<file path="src/rtl/gmii_tx_framer_pkg.sv">
// Shared constants, state encoding and the byte-wide CRC-32 step used by the
// transmit framer and the receive-side FCS checker.
package gmii_tx_framer_pkg;

   localparam logic [31:0] CRC32_POLY    = 32'hEDB88320;
   localparam logic [31:0] CRC32_INIT    = 32'hFFFFFFFF;
   localparam logic [31:0] CRC32_RESIDUE = 32'hDEBB20E3;
   localparam logic [7:0]  PREAMBLE_BYTE = 8'h55;
   localparam logic [7:0]  SFD_BYTE      = 8'hD5;

   typedef enum logic [2:0] {
      TX_IDLE,
      TX_PRE,
      TX_SFD,
      TX_DATA,
      TX_PAD,
      TX_FCS,
      TX_IFG,
      TX_ABORT
   } tx_state_t;

   // Reflected CRC-32, one byte per call, LSB of the byte enters first.
   function automatic logic [31:0] crc32_byte(input logic [31:0] crc, input logic [7:0] d);
      logic [31:0] c;
      c = crc ^ {24'h0, d};
      for (int i = 0; i < 8; i++) begin
         c = c[0] ? ((c >> 1) ^ CRC32_POLY) : (c >> 1);
      end
      return c;
   endfunction

endpackage

</file>
<file path="src/rtl/crc32_d8.sv">
// Combinational next-CRC for one data byte; also instantiated by the FCS checker.
module crc32_d8
   import gmii_tx_framer_pkg::*;
(
   input  logic [31:0] crc_i,
   input  logic [7:0]  d_i,
   output logic [31:0] crc_o
);

   assign crc_o = crc32_byte(crc_i, d_i);

endmodule

</file>
<file path="src/rtl/gmii_tx_framer.sv">
// Per-port GMII transmit framer: preamble/SFD, payload, zero pad, FCS and
// inter-frame gap, with underrun / link-loss abort and drain.
module gmii_tx_framer
   import gmii_tx_framer_pkg::*;
#(
   parameter int unsigned PREAMBLE_LEN = 7,
   parameter int unsigned MIN_PAYLOAD  = 60,
   parameter int unsigned IFG_LEN      = 12
) (
   input  logic       clk_i,
   input  logic       rst_ni,
   input  logic       link_sync_i,
   input  logic [7:0] in_data_i,
   input  logic       in_valid_i,
   input  logic       in_last_i,
   output logic       in_ready_o,
   output logic [7:0] tx_data_o,
   output logic       tx_ctrl_o,
   output logic       frame_done_o,
   output logic       frame_abort_o
);

   localparam logic [7:0]  PRE_L   = 8'(PREAMBLE_LEN);
   localparam logic [15:0] MIN_PAY = 16'(MIN_PAYLOAD);
   localparam logic [15:0] IFG_L   = 16'(IFG_LEN);

   tx_state_t   state_q, state_d;
   logic [7:0]  tx_data_q, tx_data_d;
   logic        tx_ctrl_q, tx_ctrl_d;
   logic        done_q, done_d;
   logic        abort_q, abort_d;
   logic [7:0]  phase_q, phase_d;
   logic [15:0] byte_cnt_q, byte_cnt_d;
   logic [15:0] ifg_cnt_q, ifg_cnt_d;
   logic [31:0] crc_q, crc_d;

   logic [31:0] crc_nxt;
   logic [31:0] fcs_w;
   logic [7:0]  crc_din;
   logic [15:0] byte_inc;
   logic [15:0] ifg_inc;
   logic        accept;

   assign in_ready_o = ((state_q == TX_DATA) && link_sync_i) || (state_q == TX_ABORT);
   assign accept     = in_valid_i && in_ready_o;

   assign crc_din  = (state_q == TX_PAD) ? 8'h00 : in_data_i;
   assign fcs_w    = ~crc_q;
   assign byte_inc = (byte_cnt_q == 16'hFFFF) ? byte_cnt_q : byte_cnt_q + 16'd1;
   assign ifg_inc  = (ifg_cnt_q == 16'hFFFF) ? ifg_cnt_q : ifg_cnt_q + 16'd1;

   crc32_d8 u_crc (
      .crc_i (crc_q),
      .d_i   (crc_din),
      .crc_o (crc_nxt)
   );

   // Outputs are computed for the cycle after the edge, so each state
   // describes what the next edge will put on the wire.
   always_comb begin
      state_d    = state_q;
      tx_data_d  = 8'h00;
      tx_ctrl_d  = 1'b0;
      done_d     = 1'b0;
      abort_d    = 1'b0;
      phase_d    = phase_q;
      byte_cnt_d = byte_cnt_q;
      ifg_cnt_d  = ifg_cnt_q;
      crc_d      = crc_q;
      unique case (state_q)
         TX_IDLE: begin
            if (in_valid_i && link_sync_i) begin
               tx_data_d  = PREAMBLE_BYTE;
               tx_ctrl_d  = 1'b1;
               phase_d    = 8'd1;
               byte_cnt_d = 16'd0;
               crc_d      = CRC32_INIT;
               state_d    = (PRE_L <= 8'd1) ? TX_SFD : TX_PRE;
            end
         end
         TX_PRE: begin
            tx_data_d = PREAMBLE_BYTE;
            tx_ctrl_d = 1'b1;
            phase_d   = phase_q + 8'd1;
            if (phase_q + 8'd1 >= PRE_L) state_d = TX_SFD;
         end
         TX_SFD: begin
            tx_data_d = SFD_BYTE;
            tx_ctrl_d = 1'b1;
            state_d   = TX_DATA;
         end
         TX_DATA: begin
            if (accept) begin
               tx_data_d  = in_data_i;
               tx_ctrl_d  = 1'b1;
               crc_d      = crc_nxt;
               byte_cnt_d = byte_inc;
               if (in_last_i) begin
                  phase_d = 8'd0;
                  state_d = (byte_inc < MIN_PAY) ? TX_PAD : TX_FCS;
               end
            end else begin
               // Underrun and link loss collapse into one abort; the abort
               // cycle itself is the first idle cycle of the gap.
               abort_d   = 1'b1;
               ifg_cnt_d = 16'd1;
               state_d   = TX_ABORT;
            end
         end
         TX_PAD: begin
            tx_ctrl_d  = 1'b1;
            crc_d      = crc_nxt;
            byte_cnt_d = byte_inc;
            if (byte_inc >= MIN_PAY) state_d = TX_FCS;
         end
         TX_FCS: begin
            tx_ctrl_d = 1'b1;
            phase_d   = phase_q + 8'd1;
            unique case (phase_q[1:0])
               2'd0: tx_data_d = fcs_w[7:0];
               2'd1: tx_data_d = fcs_w[15:8];
               2'd2: tx_data_d = fcs_w[23:16];
               default: tx_data_d = fcs_w[31:24];
            endcase
            if (phase_q[1:0] == 2'd3) begin
               done_d    = 1'b1;
               ifg_cnt_d = 16'd0;
               state_d   = (IFG_L == 16'd0) ? TX_IDLE : TX_IFG;
            end
         end
         TX_IFG: begin
            ifg_cnt_d = ifg_inc;
            if (ifg_inc >= IFG_L) state_d = TX_IDLE;
         end
         TX_ABORT: begin
            ifg_cnt_d = ifg_inc;
            if (accept && in_last_i) state_d = (ifg_inc >= IFG_L) ? TX_IDLE : TX_IFG;
         end
         default: state_d = TX_IDLE;
      endcase
   end

   always_ff @(posedge clk_i or negedge rst_ni) begin
      if (!rst_ni) begin
         state_q    <= TX_IDLE;
         tx_data_q  <= 8'h00;
         tx_ctrl_q  <= 1'b0;
         done_q     <= 1'b0;
         abort_q    <= 1'b0;
         phase_q    <= 8'd0;
         byte_cnt_q <= 16'd0;
         ifg_cnt_q  <= 16'd0;
         crc_q      <= CRC32_INIT;
      end else begin
         state_q    <= state_d;
         tx_data_q  <= tx_data_d;
         tx_ctrl_q  <= tx_ctrl_d;
         done_q     <= done_d;
         abort_q    <= abort_d;
         phase_q    <= phase_d;
         byte_cnt_q <= byte_cnt_d;
         ifg_cnt_q  <= ifg_cnt_d;
         crc_q      <= crc_d;
      end
   end

   assign tx_data_o     = tx_data_q;
   assign tx_ctrl_o     = tx_ctrl_q;
   assign frame_done_o  = done_q;
   assign frame_abort_o = abort_q;

endmodule

</file>
<file path="config.mk">
export PLATFORM = sky130hd
export DESIGN_NAME = gmii_tx_framer
export DESIGN_NICKNAME = d
export VERILOG_FILES = /design/src/rtl/gmii_tx_framer_pkg.sv /design/src/rtl/crc32_d8.sv /design/src/rtl/gmii_tx_framer.sv
export SDC_FILE = /design/constraint.sdc
export NUM_CORES = 1
export LEC_CHECK = 0
export CAP_MARGIN = 20
export CORE_ASPECT_RATIO = 1.1
export CORE_MARGIN = 3
export CORE_UTILIZATION = 52
export CTS_CLUSTER_DIAMETER = 60
export DETAILED_ROUTE_END_ITERATION = 16
export DONT_BUFFER_PORTS = 1
export PLACE_DENSITY = 0.81
export SYNTH_ARGS = -nofsm -noshare
export SYNTH_HDL_FRONTEND = slang
export SYNTH_SLANG_ARGS = --single-unit
</file>
<file path="constraint.sdc">
create_clock -name clk_i -period 2.45 [get_ports clk_i]
set_clock_uncertainty 0.1 [all_clocks]
set_input_delay 0.49 -clock clk_i [delete_from_list [all_inputs] [get_ports clk_i]]
set_output_delay 0.49 -clock clk_i [all_outputs]
set_load 0.05 [all_outputs]
</file>
==> flow_summary.json, run 1 <==
{
  "status": "finished with violations",
  "violations": "negative hold slack, negative setup slack",
  "yosys_most_used_dff": "dfrtp_1",
  "root_buffer": "clkbuf_16",
  "layout_commonest_cell": "xnor2_1",
  "core.rowCount": 39,
  "worstSetupStartpoint": "ifg_cnt_q[0]",
  "fin_util_pct": 62.83,
  "synth_cell_types": 61,
  "cap_viol_max_count": 0,
  "via_per_inst": 6.156,
  "clk_latency_ns": 0.34,
  "die-area_um2": 12040,
  "vias": 5116,
  "worst_pin_slew_ns": 0.8292,
  "syn_nets": 670,
  "critPathLaunchType": "register",
  "setup_viol": 1,
  "pwr_density_cell_nw_per_um2": 1699,
  "leakagePower_nw": 2.735,
  "ys_seq_elements": 86,
  "synth-edff-count": 0,
  "r2r-start": "ifg_cnt_q[0]",
  "hp-class": "in2async",
  "final_antenna_net_count": 0,
  "coreArea_um2": 10440,
  "setup_ws_ns": -0.02034,
  "nNetsFinal": 702,
  "hold_slack_ns": -0.2611,
  "synthCells": 651,
  "cp_max_fo": 4,
  "fillers": 877,
  "ys_seq_area_share_pct": 39.17,
  "final_cell_mix": "xnor2_1, nand2_1, buf_4",
  "finalNonFillerCells": 831,
  "num_antenna_cells": 0,
  "slew_headroom_pct": 44.51,
  "track_usage_pct": 25.56,
  "start_util_pct": 53.59,
  "port_buffers": 0,
  "max-vdd-ir-drop_mv": 0.8682,
  "wirelength_um": 15310,
  "cts_max_level": 3,
  "wire_per_inst_um": 18.42,
  "grt_pass1_vias": 5130,
  "cp.arrival_ns": 2.63,
  "cts_tree": "done",
  "pre_cts_ws_ns": -0.1304,
  "syn_area_per_cell_um2": 8.597,
  "antenna_found_initial": 0,
  "synth.cell_area_um2": 5597,
  "critPathCaptureType": "register",
  "hpwl_um": 10330,
  "drcViolationCount": 0,
  "area_growth_syn_to_layout_pct": 17.24,
  "firstDrtPassIters": 8,
  "period_minus_slack_ns": 2.470,
  "chipHeight_um": 114.8,
  "path_clk_slew_ns": 0.07,
  "hold_viol_final": 86,
  "ys_async_sr_fraction_pct": 100.0,
  "first_iter_violations": 570,
  "clockBufferDepth": 2,
  "io_pins": 25,
  "clkSinkCount": 86,
  "crit_type": "reg2reg",
  "yosys_warnings": 0,
  "drive_gt1_share_pct": 21.37,
  "cts_made_buffers": 9,
  "overflow": 0,
  "grt_pass1_wl_um": 24850,
  "fmax_mhz": 404.8,
  "rsz0062_at_grt": "true",
  "place_congestion": 0.9407,
  "fin_crit_sh_pct": 100.8,
  "finalMaxSlewViolations": 0,
  "grt_max_degree": 87,
  "die_w_um": 104.9,
  "fin_total_pwr_mw": 11.15,
  "critPathRequiredTime_ns": 2.61,
  "dp_cells": 810
}
==> cell type report <==
type | instances | area (µm²) | area share [%]
clock buffer | 10 | 250.2 | 3.814
clock inverter | 6 | 72.57 | 1.106
inverter | 33 | 123.9 | 1.888
multi-input combinational | 489 | 3252 | 49.56
sequential | 86 | 2196 | 33.47
tap | 143 | 178.9 | 2.727
timing repair buffer | 64 | 488.0 | 7.437
==> synthesized netlist by cell type (12+ instances only) <==
master    number  area (µm²)
a22oi_1       17       127.6
a21oi_1       48       240.2
xnor2_1       68       595.6
clkbuf_1      27       101.4
nor2_1        58       217.7
dfrtp_1       54        1351
dfstp_2       32       840.8
nand4_1       13       81.33
nand2_1       65       244.0
o21ai_0       54       270.3
a31oi_1       12       75.07
inv_1         33       123.9
nand3_1       24       120.1
xor2_1        27       236.5
==> report_power, final <==
part	switching, mW	internal (mW)	total [mW]
clock network	0.624	0.868	1.49
registers	0.609	2.08	2.69
logic	3.72	3.24	6.96
==> cells by family (layout without fill, tap and decap cells) <==
logic type,after synthesis,in the layout,synth area share (%)
multiplexers,3,3,0.5366
XOR/XNOR,98,98,16.10
AO/OA/AOI/OAI,180,180,20.28
flip-flops,86,86,39.17
AND/OR/NAND/NOR,201,201,16.97
adder cells (fa/ha/maj),7,7,1.520
buffers and inverters,76,113,5.433
==> critical path: stages, from the launching register on <==
cell	delay [ns]
dfrtp_2	0.39
buf_4	0.13
nand3_4	0.07
or3_4	0.43
nor4_4	0.15
a31oi_1	0.08
or4_4	0.55
or3_1	0.35
a31oi_1	0.14
==> flip-flops by register name, indices dropped and copies added, names as in the netlist <==
| signal | cells |
|---|---|
| byte_cnt_q | 16 |
| tx_data_o | 8 |
| crc_q | 32 |
| frame_done_o | 1 |
| tx_ctrl_o | 1 |
| frame_abort_o | 1 |
| phase_q | 8 |
| ifg_cnt_q | 16 |
| state_q | 3 |
==> stage by stage <==
stage | hold WS (ns) | TNS, ns | instance area, µm²
final | -0.2611 | -0.02034 | 6561
after CTS | -0.2707 | 0 | 6444
after floorplan | 0.09441 | 0 | 5669
after detailed placement | 0.09790 | -0.1304 | 6091
after global routing | -0.2737 | -0.2032 | 6561
after global placement | 0.09810 | -0.05876 | 6091
==> layer usage <==
metal | vias up | GRT usage [%] | routed length [µm]
met5 | - | 0 | 0
met4 | 0 | 11.37 | 624
met3 | 57 | 5.446 | 1052
met2 | 221 | 44.59 | 7696
met1 | 2489 | 30.64 | 5937
li1 | 2349 | - | -
==> repair_timing <==
action / CTS / global route
endpoints found under the hold margin: 86 / 86
setup endpoints to repair: 2 / 32
pin swaps: 0 / 6
gates resized for setup: 4 / 17
setup buffers: 2 / 3
cloned: 0 / 0
==> worst paths after layout <==
kind / endpoint / slack, ns / cells past startpoint
max reg2reg: state_q[2] / -0.02 / 8
min reg2reg: phase_q[7] / 0.41 / 1
min in group clk_i: tx_data_o[3] / 0.20 / 2
min: tx_data_o[6] / -0.26 / 0
max: state_q[2] / -0.02 / 8
max in group asynchronous: crc_q[16] / 2.32 / 0
(Power assumes the default switching activity.)
==> run 2: changes to the inputs <==
CORE_MARGIN = 2   (was 3)
==> run 2 against run 1 <==
Against the previous run: the run still ends with negative hold slack, negative setup slack left; setup slack got worse by 0.068 ns; global-route usage increased by 0.59 points; utilization is 1.0 points lower; cell area decreased by 1.6%; critical path depth increased by 1; combinational power decreased by 6.2%; wire length shrank 2.3%; count of clock-buffer cells in the layout is 1 lower; largest power group unchanged.
==> flow_summary.json, run 2 (same netlist as run 1, synthesis figures left out) <==
{
  "critPathRequiredTime_ns": 2.62,
  "start_util_pct": 53.59,
  "die-area_um2": 11610,
  "cts_max_level": 3,
  "rsz0062_at_grt": "true",
  "wire_per_inst_um": 18.14,
  "dp_cells": 803,
  "area_growth_syn_to_layout_pct": 15.31,
  "pre_cts_ws_ns": -0.1007,
  "core.rowCount": 39,
  "crit_type": "reg2reg",
  "coreArea_um2": 10440,
  "place_area_um2": 6038,
  "nNetsFinal": 696,
  "reg_top3": "crc_q (32), byte_cnt_q (16), ifg_cnt_q (16)",
  "io_pins": 25,
  "antenna_found_initial": 0,
  "fin_total_pwr_mw": 10.56,
  "firstDrtPassIters": 6,
  "cts_made_buffers": 9,
  "grt_pass1_wl_um": 23900,
  "hp-class": "in2async",
  "hold_viol_final": 86,
  "wirelength_um": 14960,
  "stdcell_area_um2": 6454,
  "ff2ff_setup_slack_ns": -0.09,
  "grt_pass1_vias": 4916,
  "violations": "negative hold slack, negative setup slack",
  "clkSinkCount": 86,
  "first_iter_violations": 356,
  "cts_tree": "done",
  "num_antenna_cells": 0,
  "die_w_um": 102.9,
  "slew_headroom_pct": 48.30,
  "vias": 5135,
  "r2r-start": "ifg_cnt_q[0]",
  "setup_ws_ns": -0.08824,
  "pwr_density_cell_nw_per_um2": 1636,
  "regMostFlops": "crc_q",
  "clockBufferDepth": 2,
  "finalMaxSlewViolations": 0,
  "port_buffers": 0,
  "max-vdd-ir-drop_mv": 0.8323,
  "hold_slack_ns": -0.2690,
  "period_minus_slack_ns": 2.538,
  "worst_pin_slew_ns": 0.7726,
  "final_cell_mix": "nand2_1, xnor2_1, nor2_1, buf_4, o21ai_0",
  "timing.rr.end": "state_q[2]",
  "place_congestion": 0.9727,
  "cp_max_fo": 3,
  "root_buffer": "clkbuf_16",
  "drcViolationCount": 0,
  "final_antenna_net_count": 0,
  "chipHeight_um": 112.8,
  "via_per_inst": 6.224,
  "hpwl_um": 10150,
  "leakagePower_nw": 2.682,
  "finalNonFillerCells": 825,
  "fin_crit_sh_pct": 103.6,
  "drive_gt1_share_pct": 20.67,
  "reg2reg_depth": 9,
  "cap_viol_max_count": 0,
  "overflow": 0,
  "track_usage_pct": 26.15,
  "critPathLaunchType": "register",
  "grt_max_degree": 87,
  "setup_viol": 1,
  "fmax_mhz": 394.0,
  "critPathCaptureType": "register",
  "path_clk_slew_ns": 0.07,
  "largest_reg_flops": 32,
  "status": "finished with violations",
  "clk_latency_ns": 0.35,
  "cp.arrival_ns": 2.70
}
-- run 2: metal layers --
layer	GRT usage (%)	vias up	part of all wire (%)
li1	-	2341	-
met1	32.16	2506	38
met2	42.60	235	50
met3	6.053	53	8.6
met4	13.16	0	3.5
met5	0	-	0
-- run 2: through the flow --
step	util, %	setup TNS [ns]
after detailed placement	57.82	-0.1007
after floorplan	-	0
after global routing	61.80	-0.2701
final	61.80	-0.08824
after CTS	60.86	-0.04359
after global placement	57.82	0
-- run 2: timing repair --
item / 4_1_cts / 5_1_grt
buffers inserted: 4 / 2
endpoints found under the hold margin: 86 / 86
gates resized for setup: 1 / 16
pin swaps: 2 / 4
setup endpoints to repair: 1 / 20
-- run 2: final cells by class --
| cell class | count | area (µm²) |
|---|---|---|
| Clock inverter | 7 | 56.30 |
| Fill cell | 867 | 3989 |
| Sequential cell | 86 | 2195 |
| Multi-Input combinational cell | 489 | 3236 |
| Timing Repair Buffer | 58 | 439.2 |
| Inverter | 33 | 123.9 |
| Clock buffer | 9 | 225.2 |
| Tap cell | 143 | 178.9 |
-- run 2: power by group --
part           switching, mW  leakage, nW  internal [mW]  total, mW
Combinational           3.45         1.49           3.08       6.53
Sequential             0.621         1.06           2.08       2.70
Clock                  0.626        0.133          0.699       1.32
Total                   4.70         2.68           5.86       10.6
-- run 2: how the worst max path moves through the flow --
| stage | from | cells after the start | slack, ns | endpoint |
|---|---|---|---|---|
| final | ifg_cnt_q[0] | 9 | -0.09 | state_q[2] |
| after global placement | ifg_cnt_q[0] | 8 | 0.02 | state_q[2] |
| after CTS | ifg_cnt_q[5] | 8 | -0.04 | state_q[2] |
| after global routing | ifg_cnt_q[0] | 9 | -0.23 | state_q[2] |
| after detailed placement | ifg_cnt_q[0] | 8 | -0.10 | state_q[2] |
| after floorplan | state_q[0] | 9 | 0.005 | crc_q[20] |
-- run 2: critical path, stage by stage, from the launching register on --
cell	delay [ns]
dfrtp_2	0.40
ha_4	0.14
nand4_1	0.16
buf_4	0.21
nor3_4	0.20
nand3_2	0.10
o21a_1	0.12
or4_4	0.50
or3_1	0.35
a31oi_1	0.17
